**src/rtl/or_sched_pkg.sv**
```systemverilog
// Shared types and default sizing for the OR datapath scheduler.
package or_sched_pkg;

  localparam int unsigned NUM_REQ_DEF  = 4;
  localparam int unsigned OR_WIDTH_DEF = 8;

  // Scheduler FSM: grant in IDLE, one-cycle datapath pass in EXEC, hold result in RESP
  typedef enum logic [1:0] {
    IDLE = 2'd0,
    EXEC = 2'd1,
    RESP = 2'd2
  } state_t;

endpackage

```
**src/rtl/or_rr_pick.sv**
```systemverilog
// Combinational round-robin picker: first set request at or after ptr, wrapping.
// Ports:
//   req  - request vector, one bit per requester
//   ptr  - highest-priority index this round
//   gnt  - one-hot grant (all zero when no request)
//   idx  - binary index of the granted requester
//   any  - at least one request present
module or_rr_pick #(
  parameter  int unsigned NUM_REQ = 4,
  localparam int unsigned ID_W    = $clog2(NUM_REQ)
) (
  input  logic [NUM_REQ-1:0] req,
  input  logic [ID_W-1:0]    ptr,
  output logic [NUM_REQ-1:0] gnt,
  output logic [ID_W-1:0]    idx,
  output logic               any
);

  // Scan NUM_REQ positions starting at ptr; first hit wins
  always_comb begin
    int unsigned k;
    k   = 0;
    gnt = '0;
    idx = '0;
    any = 1'b0;
    for (int unsigned off = 0; off < NUM_REQ; off++) begin
      k = (32'(ptr) + off) % NUM_REQ;
      if (!any && req[k]) begin
        any    = 1'b1;
        gnt[k] = 1'b1;
        idx    = ID_W'(k);
      end
    end
  end

endmodule

```
**src/rtl/or_rr_scheduler.sv**
```systemverilog
// Round-robin scheduler sharing one OR datapath among NUM_REQ requesters.
// One operation in flight; the result returns tagged with the requester index.
// Ports:
//   clk, rst             - clock, asynchronous active-high reset
//   req_valid/req_ready  - per-requester handshake, ready is one-hot and only in IDLE
//   req_a/req_b          - packed operands, slice i belongs to requester i
//   or_a/or_b            - registered operands to the OR datapath
//   or_y                 - datapath result (combinational from or_a/or_b)
//   rsp_valid/rsp_ready  - result handshake
//   rsp_y/rsp_id         - registered result and owning requester index
module or_rr_scheduler
  import or_sched_pkg::*;
#(
  parameter  int unsigned NUM_REQ  = NUM_REQ_DEF,
  parameter  int unsigned OR_WIDTH = OR_WIDTH_DEF,
  localparam int unsigned ID_W     = $clog2(NUM_REQ)
) (
  input  logic                        clk,
  input  logic                        rst,
  input  logic [NUM_REQ-1:0]          req_valid,
  output logic [NUM_REQ-1:0]          req_ready,
  input  logic [NUM_REQ*OR_WIDTH-1:0] req_a,
  input  logic [NUM_REQ*OR_WIDTH-1:0] req_b,
  output logic [OR_WIDTH-1:0]         or_a,
  output logic [OR_WIDTH-1:0]         or_b,
  input  logic [OR_WIDTH-1:0]         or_y,
  output logic                        rsp_valid,
  input  logic                        rsp_ready,
  output logic [OR_WIDTH-1:0]         rsp_y,
  output logic [ID_W-1:0]             rsp_id
);

  state_t              state_q, state_d;
  logic [ID_W-1:0]     ptr_q, ptr_d;
  logic [ID_W-1:0]     id_q, id_d;
  logic [OR_WIDTH-1:0] or_a_d, or_b_d;
  logic                rsp_valid_d;
  logic [OR_WIDTH-1:0] rsp_y_d;
  logic [ID_W-1:0]     rsp_id_d;

  logic [NUM_REQ-1:0]  pick_gnt;
  logic [ID_W-1:0]     pick_idx;
  logic                pick_any;

  or_rr_pick #(.NUM_REQ(NUM_REQ)) u_pick (
    .req (req_valid),
    .ptr (ptr_q),
    .gnt (pick_gnt),
    .idx (pick_idx),
    .any (pick_any)
  );

  // Accept only while idle; held low during reset so no grant is visible then
  assign req_ready = (state_q == IDLE && !rst) ? pick_gnt : '0;

  // State register and datapath/result registers
  always_ff @(posedge clk or posedge rst) begin
    if (rst) begin
      state_q   <= IDLE;
      ptr_q     <= '0;
      id_q      <= '0;
      or_a      <= '0;
      or_b      <= '0;
      rsp_valid <= 1'b0;
      rsp_y     <= '0;
      rsp_id    <= '0;
    end else begin
      state_q   <= state_d;
      ptr_q     <= ptr_d;
      id_q      <= id_d;
      or_a      <= or_a_d;
      or_b      <= or_b_d;
      rsp_valid <= rsp_valid_d;
      rsp_y     <= rsp_y_d;
      rsp_id    <= rsp_id_d;
    end
  end

  // Next-state and next register values; everything holds by default
  always_comb begin
    state_d     = state_q;
    ptr_d       = ptr_q;
    id_d        = id_q;
    or_a_d      = or_a;
    or_b_d      = or_b;
    rsp_valid_d = rsp_valid;
    rsp_y_d     = rsp_y;
    rsp_id_d    = rsp_id;
    unique case (state_q)
      IDLE: begin
        if (pick_any) begin
          or_a_d  = req_a[32'(pick_idx)*OR_WIDTH +: OR_WIDTH];
          or_b_d  = req_b[32'(pick_idx)*OR_WIDTH +: OR_WIDTH];
          id_d    = pick_idx;
          state_d = EXEC;
        end
      end
      EXEC: begin
        rsp_y_d     = or_y;
        rsp_id_d    = id_q;
        rsp_valid_d = 1'b1;
        state_d     = RESP;
      end
      RESP: begin
        if (rsp_ready) begin
          rsp_valid_d = 1'b0;
          // Priority moves just past the requester served, giving starvation freedom
          ptr_d   = (id_q == ID_W'(NUM_REQ - 1)) ? '0 : id_q + ID_W'(1);
          state_d = IDLE;
        end
      end
      default: state_d = IDLE;
    endcase
  end

endmodule

```
**config.mk**
```make
export PLATFORM = sky130hd
export DESIGN_NAME = or_rr_scheduler
export DESIGN_NICKNAME = d
export VERILOG_FILES = /design/src/rtl/or_sched_pkg.sv /design/src/rtl/or_rr_pick.sv /design/src/rtl/or_rr_scheduler.sv
export SDC_FILE = /design/constraint.sdc
export NUM_CORES = 1
export LEC_CHECK = 0
export CAP_MARGIN = 10
export CORE_MARGIN = 3
export CORE_UTILIZATION = 37
export CTS_CLUSTER_SIZE = 16
export DETAILED_ROUTE_END_ITERATION = 10
export MAX_ROUTING_LAYER = met4
export PLACE_DENSITY_LB_ADDON = 0.08
export SYNTH_ARGS = -nofsm -noshare
export SYNTH_HDL_FRONTEND = slang
export SYNTH_SLANG_ARGS = --single-unit
export TNS_END_PERCENT = 10
```
**constraint.sdc**
```tcl
create_clock -name clk -period 3.3 [get_ports clk]
set_input_delay 0.825 -clock clk [delete_from_list [all_inputs] [get_ports clk]]
set_output_delay 0.825 -clock clk [all_outputs]
set_load 0.02 [all_outputs]
```
==> qor.txt <==
syn avg cell area - 10.72 um2
largest net degree at the start of global routing - 34
fin cells - 409
number of global-route vias before repair - 2,059
initial core utilization - 0.3962
diode count - 0
Placed Area - 3542 um2
Clock Pin Slew Worst Setup and Hold Paths - 0.07 ns
initial antenna violation count - 0
Die H - 84.19 um
footprint of the multi-input gates - 1340 um2
DRC Markers - 0
worst slew pin tran - 0.8583 ns
register area - 825.8 um2
EDFF count, synth - 0
clock buffer depth - 2
WS Path Type - input pin to output pin
H-tree depth - 2
syn_nets - 298
Finished Cell Area - 3640 um2
final RePlAce weighted congestion - 0.8159
first-pass GRT wire length - 9.839 mm
Hold Crit Class - flip-flop to flip-flop
Final ANT Viol Nets - 0
dpl cells - 401
Critical Path Fanout Max - 4
utilization after layout - 0.6375
register bit total from synthesis - 33
Critical Path RT - 2.47 ns
Port Buffers - 109
mapped cell area - 2262 um2
Startpoint Class - input pin
clock buffer count from CTS - 5
Synth area leaders - dfrtp_1 37%, a211oi_1 8.6%, mux2_2 8.5%
Setup Fix Bufs, Post-CTS - 0
final worst path period share - 0.9773
uppermost routed layer - met4
Hold-fix buffers, CTS - 0
DRT iter0 DRCs - 67
Synth area leader - dfrtp_1
fin crit period - 3.225 ns
Seq/Total Area, Yosys - 0.3650
Max-slew headroom - 0.4266
most frequent cells after synthesis - 33 x dfrtp_1, 26 x a211oi_1, 19 x nor2_1
FP Rows - 27
DR vias/cell - 5.061
Post-synth ARST share - 1.000
final net count - 423
Vias - 2,070
worst endpoint data arrival time - 2.40 ns
share of cells above drive strength 1 - 0.2047
clock tree from TritonCTS - built
top-area cell type share of the netlist area - 0.3650
Pwr Density - 906.8 nW/um2
Met2 Wirelength - 2.796 mm
peak supply drop - 396.6 uV
met3 wire length - 480 um
worst skew pair latency - 0.28 ns
M1 WL - 2.520 mm
DRT Pass-1 Iters - 4
die area - 7088 um2
most frequent cell after synthesis - dfrtp_1
Synth warnings - 0
LEAKAGE - 1.499 nW
final hold vios - 0
Area Growth Syn to Fin - 60.90%
reg2reg setup slack - 0.87 ns
Routed WL per cell - 14.22 um
I/O pin count - 110
setup_tns - 0 ns
Final Slew Violations - 0
total track usage - 0.1744
GR Overflow Total - 0
fillcell total - 495
post-synthesis cell type count - 39
Primary FF master, synth - dfrtp_1
maxcap violations - 0
Syn Inst Count - 211
f_max - 310.1 MHz
final setup vio count - 0
CP Capture Type - output pin
placeable core area - 5709 um2
RSZ-0062 raised after global routing - no
HPWL Detailed - 4.546 mm
die width - 84.19 um
root buf cell - clkbuf_8
Worst Skew - 0.003779 ns
status - complete, no violations
Sink Count - 33
final WL - 5.818 mm
[path summary, 6_finish.rpt]
check / start / to / depth (start not counted)
worst max-delay path: req_valid[0] / req_ready[2] / 7
worst min-delay path: rsp_y[5] / rsp_y[5] / 1
worst max register to register: ptr_q[0] / or_b[5] / 9
worst min register to register: rsp_y[5] / rsp_y[5] / 1
max in group asynchronous: rst / or_a[5] / 3
min in group asynchronous: rst / rsp_valid / 3
[area by class of cell]
| class | instances | share of cell area |
|---|---|---|
| Sequential cell | 33 | 0.2269 |
| Clock inverter | 3 | 0.004813 |
| Tap cell | 72 | 0.02475 |
| Multi-Input combinational cell | 154 | 0.3682 |
| Inverter | 8 | 0.008250 |
| Clock buffer | 5 | 0.01891 |
| Timing Repair Buffer | 134 | 0.3482 |
[per-layer routing]
metal | up-vias | global-route usage
met1 | 957 | 0.2127
met5 | - | -
li1 | 1038 | -
met2 | 73 | 0.2776
met3 | 2 | 0.06084
met4 | 0 | 0.04240
[critical path, stage by stage]
cell	delay (ns)
dlygate4sd2_1	0.26
mux4_2	0.53
buf_6	0.15
a22o_1	0.22
mux2i_1	0.18
a21oi_2	0.08
buf_4	0.16
[power by group]
part	internal, mW	switching [mW]	total, mW
clock	0.145	0.151	0.296
sequential	0.617	0.112	0.729
combinational	1.16	1.12	2.28
[registers in the layout, summed over array words and instances (netlist names)]
signal	count
rsp_valid	1
rsp_id	2
or_b	8
ptr_q	2
rsp_y	8
id_q	2
state_q	2
or_a	8
[kinds of logic (layout without fill, tap and decap cells)]
| kind of cell | after synthesis | in the layout | synth area share |
|---|---|---|---|
| buf+inv | 24 | 150 | 0.06305 |
| flops | 33 | 33 | 0.3650 |
| simple gates | 43 | 43 | 0.08961 |
| fa+ha+maj | 8 | 8 | 0.04425 |
| mux | 40 | 40 | 0.2207 |
| compound gates | 63 | 63 | 0.2174 |
[per-stage QoR]
step                setup WS, ns  total power, mW  hold WS [ns]
floorplan                0.03419            2.213        0.4720
detailed placement       -0.6000            3.001        0.4939
finish                   0.07506            3.300        0.5064
CTS                      0.02564            3.326        0.5109
global route            0.001792            3.569        0.5308
global placement         -0.5728            2.972        0.4869
[what timing repair did]
action	in CTS	in global routing
gates resized for setup	26	2
pin swaps	5	1
endpoints found under the setup margin	4	4
[cell usage in the layout (no fill, tap or decap), types with 4 or more instances in the layout]
master and n:
nand2_1 9, dlygate4sd2_1 4, clkbuf_8 5, a21boi_0 12, a21oi_2 4, mux2_2 17, mux2i_1 18, clkdlybuf4s50_1 101
ha_1 7, nor2_1 18, a22o_1 4, inv_1 8, dfrtp_1 33, a211oi_1 25, buf_4 28, mux4_1 4
Power figures use the tool's default switching activity.
==> RTL edit (same flow settings) <==
`NUM_REQ_DEF`: 4 -> 2.
--- a/src/rtl/or_sched_pkg.sv
+++ b/src/rtl/or_sched_pkg.sv
@@ -1,7 +1,7 @@
 // Shared types and default sizing for the OR datapath scheduler.
 package or_sched_pkg;
 
-  localparam int unsigned NUM_REQ_DEF  = 4;
+  localparam int unsigned NUM_REQ_DEF  = 2;
   localparam int unsigned OR_WIDTH_DEF = 8;
 
   // Scheduler FSM: grant in IDLE, one-cycle datapath pass in EXEC, hold result in RESP
Interface: changed (5 resized); port bits go from 110 to 73. The function was not compared with the original's and may differ.
==> RTL edit against the unedited design <==
Synthesized cell count decreased by 35%; wire length decreased by 34%; worst setup slack improved by 0.087 ns; sequential cell count decreased by 3; synthesized area decreased by 36%; power decreased by 36%; non-clock buffer count decreased by 57; cell area decreased by 37%; hold slack got worse by 0.0014 ns; first-iteration DRC count decreased by 19%; via count decreased by 36%.
==> RTL edit: results (changes against the unedited design) <==
run_status:
  outcome: "completed"
sta:
  finalClockSkew_ns: 0.005545  # +0.001767 ns
  max_freq_mhz: 318.7  # +2.8%
  worst_pin_slew_ns: 0.7811  # -0.07718 ns
logic_synthesis:
  synth_cell_type_count: 24  # -38%
  synth_common_cells: "dfrtp_1, a21oi_1, o21ai_0"
  ys_seq_area_frac: 0.5146  # +0.1495
  syn-num-nets: 183  # -39%
  synth_area_leaders: "dfrtp_1, a31oi_2, mux2_2"
placement:
  place.gp.congestion: 0.7295  # -11%
  port_buffers: 72  # -34%
  place_ws_ns: 0.1555  # +0.7554 ns
  hpwl_um: 2777  # -39%
finish:
  layout-drive-gt1-share: 0.1611  # -0.04361
  antenna_cells: 0  # unchanged
  fin_nets: 255  # -40%
grt:
  grt_pass1_wl_um: 5871  # -40%
  grt_max_degree: 31  # -8.8%
  grt_usage: 0.1732  # -0.001264
critical_path:
  worstPathArrival_ns: 2.31  # -0.09 ns
  crit_path_top_delay_cell: "clkdlybuf4s50_1"
  r2r_slack_ns: 1.64  # +0.77 ns
  cpPeakStageDelay_ns: 0.63  # +0.10 ns
  crit_family: "buffers and inverters"
drt:
  first_pass_iters: 4  # unchanged
  drt_iter0_drc: 54  # -19%
  routed_wl_um: 3828  # -34%
  vias: 1324  # -36%
power:
  ir_drop_v: 0.0003838  # -3.2%
  switchingPower_mw: 0.7924  # -43%
  p_leak_nw: 0.9005  # -40%
clocking:
  cts_resized: 0  # -100%
## RTL edit: cell types whose count changed after synthesis, moves of 13 or more
cell | unedited run | this run
nor2_1 | 19 | 1
a21boi_0 | 13 | 0
nand3_1 | 0 | 17
a211oi_1 | 26 | 0
mux2i_1 | 18 | 0
o21ai_0 | 3 | 18
## RTL edit: routing by layer
layer,track usage,vias to the layer above,part of all wire
met4,0.05839,0,0.0047
met1,0.1969,634,0.42
met5,-,-,0
li1,-,643,-
met2,0.2908,45,0.50
met3,0.05186,2,0.079
## RTL edit: final timing paths
| path | start | to | depth (start not counted) |
|---|---|---|---|
| setup / recovery | req_valid[0] | req_ready[1] | 5 |
| hold / removal | rsp_id | rsp_id | 1 |
| setup reg to reg | state_q[1] | or_b[3] | 4 |
| hold reg to reg | rsp_id | rsp_id | 1 |
| max in group asynchronous | rst | rsp_y[4] | 3 |
| min in group asynchronous | rst | state_q[0] | 3 |
## RTL edit: logic make-up (layout without fill, tap and decap cells)
logic type / Yosys count / count (layout) / share of synthesized area
compound gates: 52 / 52 / 0.2307
buf+inv: 16 / 89 / 0.06689
flops: 30 / 30 / 0.5146
mux: 9 / 9 / 0.06947
simple gates: 31 / 31 / 0.1184
## RTL edit: area by class of cell
cell class	count	area, um2
Clock buffer	5	68.82
Timing Repair Buffer	77	758.2
Tap cell	48	60.06
Inverter	4	15.01
Multi-Input combinational cell	92	610.6
Clock inverter	3	40.04
Fill cell	334	1440
Sequential cell	30	750.7
## RTL edit: metrics by stage
| stage | instances | hold slack, ns | instance area, um2 | power, mW |
|---|---|---|---|---|
| 2_1_floorplan | 138 | 0.4518 | 1459 | 1.330 |
| 3_3_place_gp | 251 | 0.4829 | 2195 | 1.757 |
| 3_5_place_dp | 251 | 0.4943 | 2195 | 1.785 |
| 5_1_grt | 259 | 0.5249 | 2303 | 2.254 |
| 6_report | 259 | 0.5050 | 2303 | 2.115 |
| 4_1_cts | 259 | 0.5099 | 2303 | 2.144 |
## RTL edit: worst register-to-register path, cell delays in order, from the launching register on
cell and delay (ns):
dfrtp_1 0.44, nor2_2 0.38, buf_4 0.26, and2_4 0.32, a31oi_2 0.13
## RTL edit: power groups by stage
stage / clock network, mW / registers, mW / logic (mW)
floorplan: 0 / 0.861 / 0.469
global placement: 0 / 0.661 / 1.10
detailed placement: 0 / 0.674 / 1.11
CTS: 0.362 / 0.669 / 1.11
global route: 0.380 / 0.690 / 1.18
finish: 0.353 / 0.667 / 1.09
